==> src/rtl/deserializer8_rtl.sv <==
// Collects eight consecutive words from a valid/ready input stream and presents
// them together as one frame on eight parallel output slots.
module deserializer8_rtl #(
    parameter int p_nbits = 32
) (
    input  logic               clk,
    input  logic               reset,
    input  logic               in_val,
    output logic               in_rdy,
    input  logic [p_nbits-1:0] in_msg,
    output logic               out_val,
    input  logic               out_rdy,
    output logic [p_nbits-1:0] out0,
    output logic [p_nbits-1:0] out1,
    output logic [p_nbits-1:0] out2,
    output logic [p_nbits-1:0] out3,
    output logic [p_nbits-1:0] out4,
    output logic [p_nbits-1:0] out5,
    output logic [p_nbits-1:0] out6,
    output logic [p_nbits-1:0] out7,
    output logic [2:0]         count
);

    // state | meaning
    // FILL  | accepting words into slot[count]
    // FULL  | frame complete, waiting for the consumer
    localparam logic [0:0] ST_FILL = 1'b0;
    localparam logic [0:0] ST_FULL = 1'b1;

    logic [0:0]         state_q, state_d;
    logic [2:0]         count_q, count_d;
    logic [p_nbits-1:0] slot_q [8];
    logic [7:0]         slot_we;
    logic               in_xfer;
    logic               out_xfer;

    // Handshake outputs depend only on the state register.
    assign in_rdy   = (state_q == ST_FILL);
    assign out_val  = (state_q == ST_FULL);
    assign in_xfer  = in_val && in_rdy;
    assign out_xfer = out_val && out_rdy;
    assign slot_we  = in_xfer ? (8'(1) << count_q) : 8'd0;

    always_comb begin
        state_d = state_q;
        count_d = count_q;
        if (in_xfer) begin
            count_d = count_q + 3'd1;
            if (count_q == 3'd7) begin
                state_d = ST_FULL;
            end
        end else if (out_xfer) begin
            state_d = ST_FILL;
            count_d = 3'd0;
        end
    end

    always_ff @(posedge clk) begin
        if (reset) begin
            state_q <= ST_FILL;
            count_q <= 3'd0;
            for (int k = 0; k < 8; k++) begin
                slot_q[k] <= '0;
            end
        end else begin
            state_q <= state_d;
            count_q <= count_d;
            for (int k = 0; k < 8; k++) begin
                if (slot_we[k]) begin
                    slot_q[k] <= in_msg;
                end
            end
        end
    end

    assign count = count_q;
    assign out0  = slot_q[0];
    assign out1  = slot_q[1];
    assign out2  = slot_q[2];
    assign out3  = slot_q[3];
    assign out4  = slot_q[4];
    assign out5  = slot_q[5];
    assign out6  = slot_q[6];
    assign out7  = slot_q[7];

endmodule

==> config.mk <==
export PLATFORM = sky130hd
export DESIGN_NAME = deserializer8_rtl
export DESIGN_NICKNAME = d
export VERILOG_FILES = /design/src/rtl/deserializer8_rtl.sv
export SDC_FILE = /design/constraint.sdc
export NUM_CORES = 1
export LEC_CHECK = 0
export CAP_MARGIN = 5
export CORE_MARGIN = 5
export CORE_UTILIZATION = 48
export CTS_BUF_LIST = sky130_fd_sc_hd__clkbuf_4 sky130_fd_sc_hd__clkbuf_8
export DETAILED_ROUTE_END_ITERATION = 10
export GPL_TIMING_DRIVEN = 0
export PLACE_DENSITY_LB_ADDON = 0.08
export SLEW_MARGIN = 20
export SYNTH_ARGS = -nofsm -noshare
export SYNTH_HDL_FRONTEND = slang
export SYNTH_SLANG_ARGS = --single-unit
==> constraint.sdc <==
create_clock -name clk -period 3.12 [get_ports clk]
set_clock_uncertainty 0.15 [all_clocks]
set_input_delay 0.312 -clock clk [delete_from_list [all_inputs] [get_ports clk]]
set_output_delay 0.312 -clock clk [all_outputs]
set_load 0.02 [all_outputs]
Yosys cells after proc, flatten, opt, wreduce, memory -nomap -nowiden --
Memories as Yosys holds them, arrays and structs flattened. Index checks and enable logic that the tools add are counted.
Cells by class: add/subtract/negate cells 1, equal/unequal tests 2, shift-type cells 1, mux-type cells 40, bitwise logic cells 9, reduce and logical (&&, ||, !) cells 4
Operators with widths (number):
- 32-bit 2-to-1 mux | 8
- 1-bit 2-to-1 mux | 29
- 8-bit 2-to-1 mux | 1
- 1-bit OR | 8
- 1-bit by 3-bit << shifter with 8-bit output, first input constant | 1
- 3-bit 2-to-1 mux | 2
- 3-bit by 1-bit adder with 3-bit output, second input constant | 1
- 3-bit == test, second input constant | 1
- 1-bit logical AND | 2
- 2-bit by 1-bit inequality test with 1-bit output, second input constant | 1
- 2-bit AND reduction | 1
- 2-bit nonzero test | 1
- 1-bit NOT | 1
Word-level totals: register bits 4, bits in writable memories 256, logic and storage cells 60, memories kept 1
Memory list:
- slot_q | words 8, width 32, read ports 8, clocked after Yosys merged registers in 0, write ports 8, RTL line 32 | logic [p_nbits-1:0] slot_q [8];

Longest topological paths before layout --
Gate-level depths: netlist of the first run.
word-level depth 7, gate-level depth with buffers 6, mapped depth without buffers 5

Least setup slack after synthesis of the first run --
OpenSTA, ideal clock, no wires.
kind register to register, start register count_q[0] (netlist: count[0]), end memory slot_q[5][0] (netlist: slot_q[1][32]), enable pin, setup time 0.428 ns, data arrival time 2.421 ns, setup slack 0.121 ns, cell stages (with the launch flop) 4, buffers on the path 0, clock period less this slack 2.999 ns, path through dfxtp_1 -> ha_1 -> nand2_1 -> o21bai_1
RTL lines:
- from (decl) | RTL line 31 | logic [2:0] count_q, count_d;
- from (signal assigned) | RTL line 67 | count_q <= count_d;
- to (decl) | RTL line 32

==> results of run 1 <==
## cells in the final DEF (no fill, tap or decap), types with 2 or more instances in the layout
cell type / Yosys / routed
bufinv_16: 0 / 2
edfxtp_1: 256 / 256
clkbuf_8: 0 / 43
and2_1: 125 / 125
nor2_4: 2 / 2
inv_2: 2 / 2
clkinv_1: 0 / 6
clkdlybuf4s50_1: 0 / 296
nor2_1: 3 / 3
clkbuf_1: 10 / 10
a31o_2: 6 / 6
buf_6: 13 / 13
nor2b_1: 33 / 33
or3_1: 2 / 2
clkinv_2: 0 / 3
nand2_1: 6 / 6
clkbuf_4: 0 / 17
and3_1: 61 / 61
inv_1: 3 / 3
ha_1: 6 / 6
a21oi_1: 3 / 3
buf_2: 8 / 8
buf_16: 0 / 2
dfxtp_1: 4 / 4
## layer usage
metal	track usage	vias to the layer above	wire [um]
li1	-	2736	-
met1	0.261	2944	9770
met2	0.366	288	12900
met3	0.0821	61	2720
met4	0.0832	0	891
met5	0	-	0
## through the flow
stage,setup slack (ps),cell area [sq um]
6_report,614,14000
5_1_grt,515,14000
4_1_cts,642,14000
3_5_place_dp,84.3,13100
3_3_place_gp,-1210,13100
2_1_floorplan,121,9770
## power by group through the flow
stage / Combinational, mW / Clock (mW) / Sequential, mW
after floorplan: 0.164 / 0 / 4.46
after global placement: 0.992 / 0 / 4.20
after detailed placement: 1.02 / 0 / 4.20
after CTS: 1.02 / 2.93 / 4.13
after global routing: 1.05 / 3.10 / 4.15
final: 1.01 / 2.89 / 4.13
## kinds of logic (layout without fill, tap and decap cells)
logic type                 Yosys count  after routing
AOI/OAI and AO/OA                   11             11
xor gates and xnor gates             1              1
adders and majority gates            6              6
buffers and inverters               37            407
DFF                                260            260
muxes                                2              2
and+or+nand+nor                    245            245
## registers in the layout, indices dropped and copies added (netlist names)
register / flops
count: 3
out_val: 1
slot_q: 256
## final timing paths
| path | end | cells past startpoint | slack (ps) | from |
|---|---|---|---|---|
| min reg2reg | count[0] | 3 | 540 | count[0] |
| max | slot_q[0][37] | 4 | 610 | reset |
| max reg2reg | slot_q[1][67] | 3 | 740 | count[2] |
| min | slot_q[1][62] | 2 | 370 | in_msg[30] |
## worst max-delay path, cell delays in order
cell and delay (ps):
clkdlybuf4s50_1 530, buf_2 330, clkbuf_1 400, a31o_2 890
## synth_stat cells (3+ instances only)
cell / count
nand2_1: 6
ha_1: 6
a21oi_1: 3
buf_6: 13
nor2b_1: 33
a31o_2: 6
and2_1: 125
inv_1: 3
dfxtp_1: 4
and3_1: 61
edfxtp_1: 256
buf_2: 8
clkbuf_1: 10
nor2_1: 3
## area by class of cell
class / instances / area (sq um)
sequential: 260 / 7770
fill: 1381 / 6200
timing repair buffer: 298 / 3020
multi-input combinational: 265 / 1770
clock buffer: 60 / 719
tap: 270 / 338
buffer: 32 / 229
clock inverter: 12 / 105
inverter: 5 / 18.8
==> impl_metrics.py, run 1 <==
metrics = {
    "clock_tree": {
        "clk_path_buf_depth": 3,
        "cts_sinks": 260,
        "htreeDepth": 2,
        "cts_root_buf": "clkbuf_8",
        "cts_tree": "built",
        "insertion_delay_ps": 530,
        "cts_resized": 0,
        "numCtsBuffers": 42,
        "cts.clk_slew.worst_paths_ps": 60,
        "postCtsSetupRepairBufs": 0,
        "cts_hold_buf": 0,
    },
    "synthesis": {
        "synth_fa_ha_area_frac": 0.00768,
        "ys_seq_area_frac": 0.795,
        "synthTopCellsByArea": "edfxtp_1 (79%), and2_1 (8.0%), and3_1 (3.9%)",
        "synth_top_area_cell": "edfxtp_1",
        "ys_warn_count": 0,
        "synth_mux_area_frac": 0.00218,
        "synth_xor_area_frac": 0.000896,
        "syn_area_per_cell_sq_um": 17.4,
        "syn-instance-count": 562,
        "synth_top_area_share": 0.787,
        "yosysUniqueCellTypes": 35,
        "synth_seq_cells": 260,
        "synthSimpleGateAreaFrac": 0.161,
        "synth_compound_area_frac": 0.00845,
        "synth_edf_count": 256,
        "ys.flop_type": "edfxtp_1",
        "syn_nets": 604,
        "synth_top_family_by_area": "simple AND/OR/NAND/NOR gates",
        "syn_area_sq_mm": 0.00977,
        "synthArstFlopShare": 0,
    },
    "detailed_routing": {
        "firstDrtPassIters": 4,
        "via_count": 6029,
        "route.detailed.drc": 0,
        "vias_per_cell": 5.02,
        "drt-wirelength-per-cell_um": 21.9,
        "drt-initial-drc-count": 380,
        "final_antenna_net_count": 0,
        "drt_wl_total_mm": 26.3,
    },
    "global_routing": {
        "gr-total-overflow": 0,
        "grt_max_degree": 33,
        "grt_pass1_wl_mm": 38.6,
        "grt_util_all_layers": 0.220,
        "grt_pass1_vias": 6332,
        "antenna_found_initial": 0,
    },
    "power": {
        "power.total_mw": 8.02,
        "leakage_nw": 5.37,
        "powerDensity_mw_per_mm2": 574,
        "comb_power_share": 0.125,
        "clkPwrFrac": 0.360,
        "p_switching_mw": 1.89,
        "peakVddDrop_mv": 0.389,
        "seqPwrFrac": 0.515,
        "p_int_mw": 6.13,
        "swShare": 0.236,
    },
    "placed_design": {
        "port_buffers": 296,
        "gp_congestion": 0.812,
        "hpwl_mm": 18.3,
        "dp_cells": 1130,
    },
    "die": {
        "die_y_um": 153,
        "io-pin-count": 297,
        "core_area_sq_mm": 0.0202,
        "rows": 52,
        "die_area_sq_mm": 0.0233,
        "die_w_um": 153,
        "initial_core_util": 0.485,
    },
    "final_layout": {
        "stdcell_count": 1202,
        "fin_util": 0.692,
        "final_layout_size_suffix_gt1_frac": 0.117,
        "diodes": 0,
        "areaGrowthSynthToFinish_pct": 42.9,
        "nets": 946,
    },
    "sta": {
        "period_needed_ps": 2510,
        "finalSetupTns_ps": 0,
        "max_freq_mhz": 399,
        "drv_slew": 0,
        "hold_viol": 0,
        "timing.final.crit_share": 0.803,
        "setup_viol": 0,
        "rsz0062_at_grt": "false",
        "worstMarginPinSlew_ps": 1070,
        "whs_ps": 372,
        "maxSlewHeadroom": 0.286,
    },
    "run": {
        "maxCapViolCount": 0,
    },
    "worst_setup_path": {
        "path_class": "input pin to register",
        "worst-endpoint-arrival_ps": 2490,
        "cp_max_fo": 32,
        "end_kind": "register",
        "worstSetupStartpointType": "input pin",
        "critPathRequiredTime_ps": 3110,
    },
    "status": {
        "outcome": "complete, no violations",
    },
    "hold_path": {
        "hold_path_class": "input pin to register",
    },
}
Note: power is estimated with default switching activity, not from simulation.
==> run 2, diff against run 1 <==
==> constraint.sdc (replaced) <==
create_clock -name clk -period 2.4 [get_ports clk]
set_clock_uncertainty 0.15 [all_clocks]
set_input_delay 0.24 -clock clk [delete_from_list [all_inputs] [get_ports clk]]
set_output_delay 0.24 -clock clk [all_outputs]
set_load 0.02 [all_outputs]
==> impl_metrics.py, run 2 (same netlist as run 1, synthesis figures left out) <==
metrics = {
    "placed_design": {
        "hpwl_mm": 18.5,
        "dp_cells": 1130,
        "port_buffers": 296,
        "placement.setup.worst_slack_ps": -552,
        "placed_area_sq_mm": 0.0131,
        "gp_congestion": 0.816,
    },
    "final_layout": {
        "top_register": "slot_q",
        "final_common_cell": "clkdlybuf4s50_1",
        "fill_cells": 1409,
        "fin_util": 0.691,
        "stdcell_count": 1200,
        "largest_reg_flops": 256,
        "final_area_sq_mm": 0.0139,
        "layout_common_cells": "clkdlybuf4s50_1 (296), edfxtp_1 (256), and2_1 (125)",
        "nets": 946,
        "diodes": 0,
        "areaGrowthSynthToFinish_pct": 42.6,
        "final_layout_size_suffix_gt1_frac": 0.114,
        "seq_area_sq_mm": 0.00777,
        "multi_input_area_sq_mm": 0.00179,
    },
    "worst_setup_path": {
        "cp_slowest_cell": "a31o_2",
        "r2r-start": "count[0]",
        "reg2reg_to": "slot_q[0][120]",
        "worstSetupStartpointType": "input pin",
        "r2r_slack_ps": 150,
        "worst-endpoint-arrival_ps": 2450,
        "path_class": "input pin to register",
        "critPathRequiredTime_ps": 2390,
        "end_kind": "register",
        "worst_r2r_path_depth": 3,
        "cp_max_fo": 32,
        "crit_path_max_incr_delay_ps": 880,
        "crit_chain": "clkdlybuf4s50_1 -> buf_2 -> clkbuf_1 -> a31o_2",
    },
    "sta": {
        "whs_ps": 331,
        "timing.final.crit_share": 1.03,
        "setup_viol": 67,
        "rsz0062_at_grt": "true",
        "maxSlewHeadroom": 0.302,
        "worst_slack_ps": -65.5,
        "period_needed_ps": 2470,
        "finalSetupTns_ps": -2800,
        "hold_viol": 0,
        "drv_slew": 0,
        "max_freq_mhz": 406,
        "worstMarginPinSlew_ps": 1050,
    },
    "die": {
        "die_area_sq_mm": 0.0233,
        "initial_core_util": 0.485,
        "die_w_um": 153,
        "core_area_sq_mm": 0.0202,
        "die_y_um": 153,
        "rows": 52,
        "io-pin-count": 297,
    },
    "detailed_routing": {
        "drt_wl_total_mm": 26.3,
        "firstDrtPassIters": 5,
        "vias_per_cell": 5.02,
        "via_count": 6025,
        "drt-initial-drc-count": 396,
        "route.detailed.drc": 0,
        "drt-wirelength-per-cell_um": 21.9,
        "final_antenna_net_count": 0,
    },
    "global_routing": {
        "antenna_found_initial": 0,
        "gr-total-overflow": 0,
        "grt_pass1_wl_mm": 38.6,
        "grt_pass1_vias": 6204,
        "grt_max_degree": 33,
        "grt_util_all_layers": 0.219,
    },
    "power": {
        "peakVddDrop_mv": 0.569,
        "power.total_mw": 10.3,
        "powerDensity_mw_per_mm2": 738,
        "leakage_nw": 5.35,
    },
    "hold_path": {
        "holdPathEnd": "slot_q[0][62]",
        "min_from": "in_msg[30]",
        "hold_path_class": "input pin to register",
        "min_path_cells": 2,
    },
    "clock_tree": {
        "cts.clk_slew.worst_paths_ps": 60,
        "numCtsBuffers": 42,
        "cts_tree": "built",
        "clk_path_buf_depth": 3,
        "cts_sinks": 260,
        "cts_root_buf": "clkbuf_8",
        "htreeDepth": 2,
        "insertion_delay_ps": 520,
    },
    "status": {
        "outcome": "finished, violations left",
        "violations": "negative setup slack",
    },
    "run": {
        "maxCapViolCount": 0,
    },
}
-- run 2: changes by cell type in the layout (fill, tap and decap cells not counted), sizes merged --
| cell | delta |
|---|---|
| clkinv | +3 |
| clkbuf | -4 |
| bufinv | -1 |
-- run 2: final cells by class --
cell class	count	area share
inverter	5	0.00135
buffer	32	0.0164
clock buffer	56	0.0495
multi-input combinational	265	0.128
sequential	260	0.557
tap	270	0.0242
clock inverter	14	0.00637
timing repair buffer	298	0.217
-- run 2: worst max path at each step --
stage                        start              to  slack, ps
after floorplan           count[0]   slot_q[1][32]         60
after global placement       reset  slot_q[1][105]      -1120
after detailed placement     reset   slot_q[0][33]       -550
after CTS                    reset   slot_q[0][54]         -6
after global routing         reset  slot_q[0][120]       -120
final                        reset   slot_q[0][38]        -70
-- run 2: power breakdown --
| part | leakage (nW) | switching (mW) | internal (mW) |
|---|---|---|---|
| clock | 0.414 | 1.64 | 1.96 |
| combinational | 2.26 | 0.756 | 0.558 |
| sequential | 2.67 | 0.0865 | 5.28 |
| total | 5.35 | 2.48 | 7.80 |
-- run 2: per-layer routing --
metal,vias up,share of wire,track usage
li1,2732,-,-
met1,2955,0.38,0.259
met4,0,0.032,0.0806
met5,-,0,0
met3,55,0.096,0.0844
met2,283,0.49,0.366
-- run 2: worst max-delay path, delay by kind of cell --
kind,cells,cell delay (ps)
buffers and inverters,3,1320
AO/OA/AOI/OAI,1,880
-- run 2: what timing repair did --
item,CTS,global route
gates resized for setup,1,1
pin swaps,0,0
hold buffers,0,0
buffers inserted,0,0
setup endpoints to repair,32,158
==> run 3, diff against run 2 <==
--- a/config.mk
+++ b/config.mk
@@ -12,6 +12,7 @@
 export DETAILED_ROUTE_END_ITERATION = 10
 export GPL_TIMING_DRIVEN = 0
 export PLACE_DENSITY_LB_ADDON = 0.08
+export SKIP_CTS_REPAIR_TIMING = 1
 export SLEW_MARGIN = 20
 export SYNTH_ARGS = -nofsm -noshare
 export SYNTH_HDL_FRONTEND = slang
==> impl_metrics.py, run 3 (same netlist as run 1, synthesis figures left out) <==
metrics = {
    "sta": {
        "rsz0062_at_grt": "true",
        "finalSetupTns_ps": -2370,
        "period_needed_ps": 2450,
        "setup_viol": 68,
        "worst_slack_ps": -53.9,
        "drv_slew": 0,
        "timing.final.crit_share": 1.02,
        "worstMarginPinSlew_ps": 1030,
        "maxSlewHeadroom": 0.311,
        "hold_viol": 0,
        "max_freq_mhz": 408,
    },
    "run": {
        "maxCapViolCount": 0,
    },
    "clock_tree": {
        "cts.clk_slew.worst_paths_ps": 60,
        "clk_path_buf_depth": 3,
        "numCtsBuffers": 42,
        "cts_tree": "built",
        "htreeDepth": 2,
        "insertion_delay_ps": 520,
        "cts_root_buf": "clkbuf_8",
        "cts_sinks": 260,
    },
    "placed_design": {
        "placement.setup.worst_slack_ps": -552,
        "hpwl_mm": 18.5,
        "port_buffers": 296,
        "dp_cells": 1130,
        "gp_congestion": 0.816,
    },
    "final_layout": {
        "stdcell_count": 1200,
        "diodes": 0,
        "largest_reg_flops": 256,
        "multi_input_area_sq_mm": 0.00179,
        "seq_area_sq_mm": 0.00777,
        "final_common_cell": "clkdlybuf4s50_1",
        "nets": 946,
        "fill_cells": 1409,
        "final_layout_size_suffix_gt1_frac": 0.114,
        "layout_common_cells": "clkdlybuf4s50_1 (296), edfxtp_1 (256), and2_1 (125)",
        "areaGrowthSynthToFinish_pct": 42.6,
        "top_register": "slot_q",
    },
    "power": {
        "leakage_nw": 5.35,
        "peakVddDrop_mv": 0.569,
        "powerDensity_mw_per_mm2": 738,
    },
    "global_routing": {
        "grt_util_all_layers": 0.219,
        "grt_max_degree": 33,
        "antenna_found_initial": 0,
        "grt_pass1_wl_mm": 38.6,
        "gr-total-overflow": 0,
        "grt_pass1_vias": 6202,
    },
    "detailed_routing": {
        "firstDrtPassIters": 4,
        "drt-wirelength-per-cell_um": 21.9,
        "route.detailed.drc": 0,
        "drt-initial-drc-count": 408,
        "final_antenna_net_count": 0,
        "via_count": 6064,
        "vias_per_cell": 5.05,
        "drt_wl_total_mm": 26.3,
    },
    "worst_setup_path": {
        "crit_chain": "clkdlybuf4s50_1 -> buf_2 -> clkbuf_1 -> a31o_2",
        "r2r_slack_ps": 150,
        "worstSetupStartpointType": "input pin",
        "reg2reg_to": "slot_q[0][120]",
        "r2r-start": "count[0]",
        "crit_path_max_incr_delay_ps": 870,
        "worst-endpoint-arrival_ps": 2440,
        "cp_max_fo": 32,
        "critPathRequiredTime_ps": 2390,
        "worst_r2r_path_depth": 3,
        "cp_slowest_cell": "a31o_2",
        "path_class": "input pin to register",
        "end_kind": "register",
    },
    "die": {
        "die_area_sq_mm": 0.0233,
        "io-pin-count": 297,
        "core_area_sq_mm": 0.0202,
        "die_y_um": 153,
        "initial_core_util": 0.485,
        "rows": 52,
        "die_w_um": 153,
    },
    "hold_path": {
        "holdPathEnd": "count[1]",
        "min_path_cells": 3,
        "hold_path_class": "input pin to register",
        "min_from": "out_rdy",
    },
    "status": {
        "violations": "negative setup slack",
        "outcome": "finished, violations left",
    },
}
## run 3: cell counts in the layout (fill, tap and decap cells not counted)
No cell type changed its count.
## run 3: layer usage
layer / global-route usage / up-vias / share of wire
met1: 0.259 / 2970 / 0.37
met4: 0.0798 / 0 / 0.032
met3: 0.0855 / 55 / 0.099
met5: 0 / - / 0
li1: - / 2742 / -
met2: 0.366 / 297 / 0.50
## run 3: power breakdown
| group | switching [mW] | total [mW] | internal [mW] |
|---|---|---|---|
| Combinational | 0.757 | 1.31 | 0.558 |
| Clock | 1.64 | 3.60 | 1.96 |
| Sequential | 0.0866 | 5.37 | 5.28 |
## run 3: cell type report
type | count | share of cell area
Sequential cell | 260 | 0.557
Timing Repair Buffer | 298 | 0.217
Multi-Input combinational cell | 265 | 0.128
Clock buffer | 56 | 0.0495
Tap cell | 270 | 0.0242
Buffer | 32 | 0.0164
Clock inverter | 14 | 0.00637
Inverter | 5 | 0.00135
## run 3: worst max-delay path by stage
stage	from	to	slack, ps	depth (start not counted)
final	reset	slot_q[0][38]	-50	4
after global routing	reset	slot_q[0][120]	-130	4
after CTS	count[2]	slot_q[1][87]	-60	3
after detailed placement	reset	slot_q[0][33]	-550	4
after global placement	reset	slot_q[1][105]	-1120	4
after floorplan	count[0]	slot_q[1][32]	60	3
## run 3: stage by stage
stage	cell area (sq um)	hold WS, ps	total power [mW]	utilization
finish	13900	325	10.3	0.691
global route	13900	309	10.7	0.691
CTS	13900	281	10.4	0.690
detailed placement	13100	505	6.79	0.652
global placement	13100	488	6.74	0.648
floorplan	9780	263	6.01	-
## run 3: critical path: cells and delay by family
family | cells | cell delay, ps
buffers and inverters | 3 | 1310
AOI/OAI and AO/OA | 1 | 870
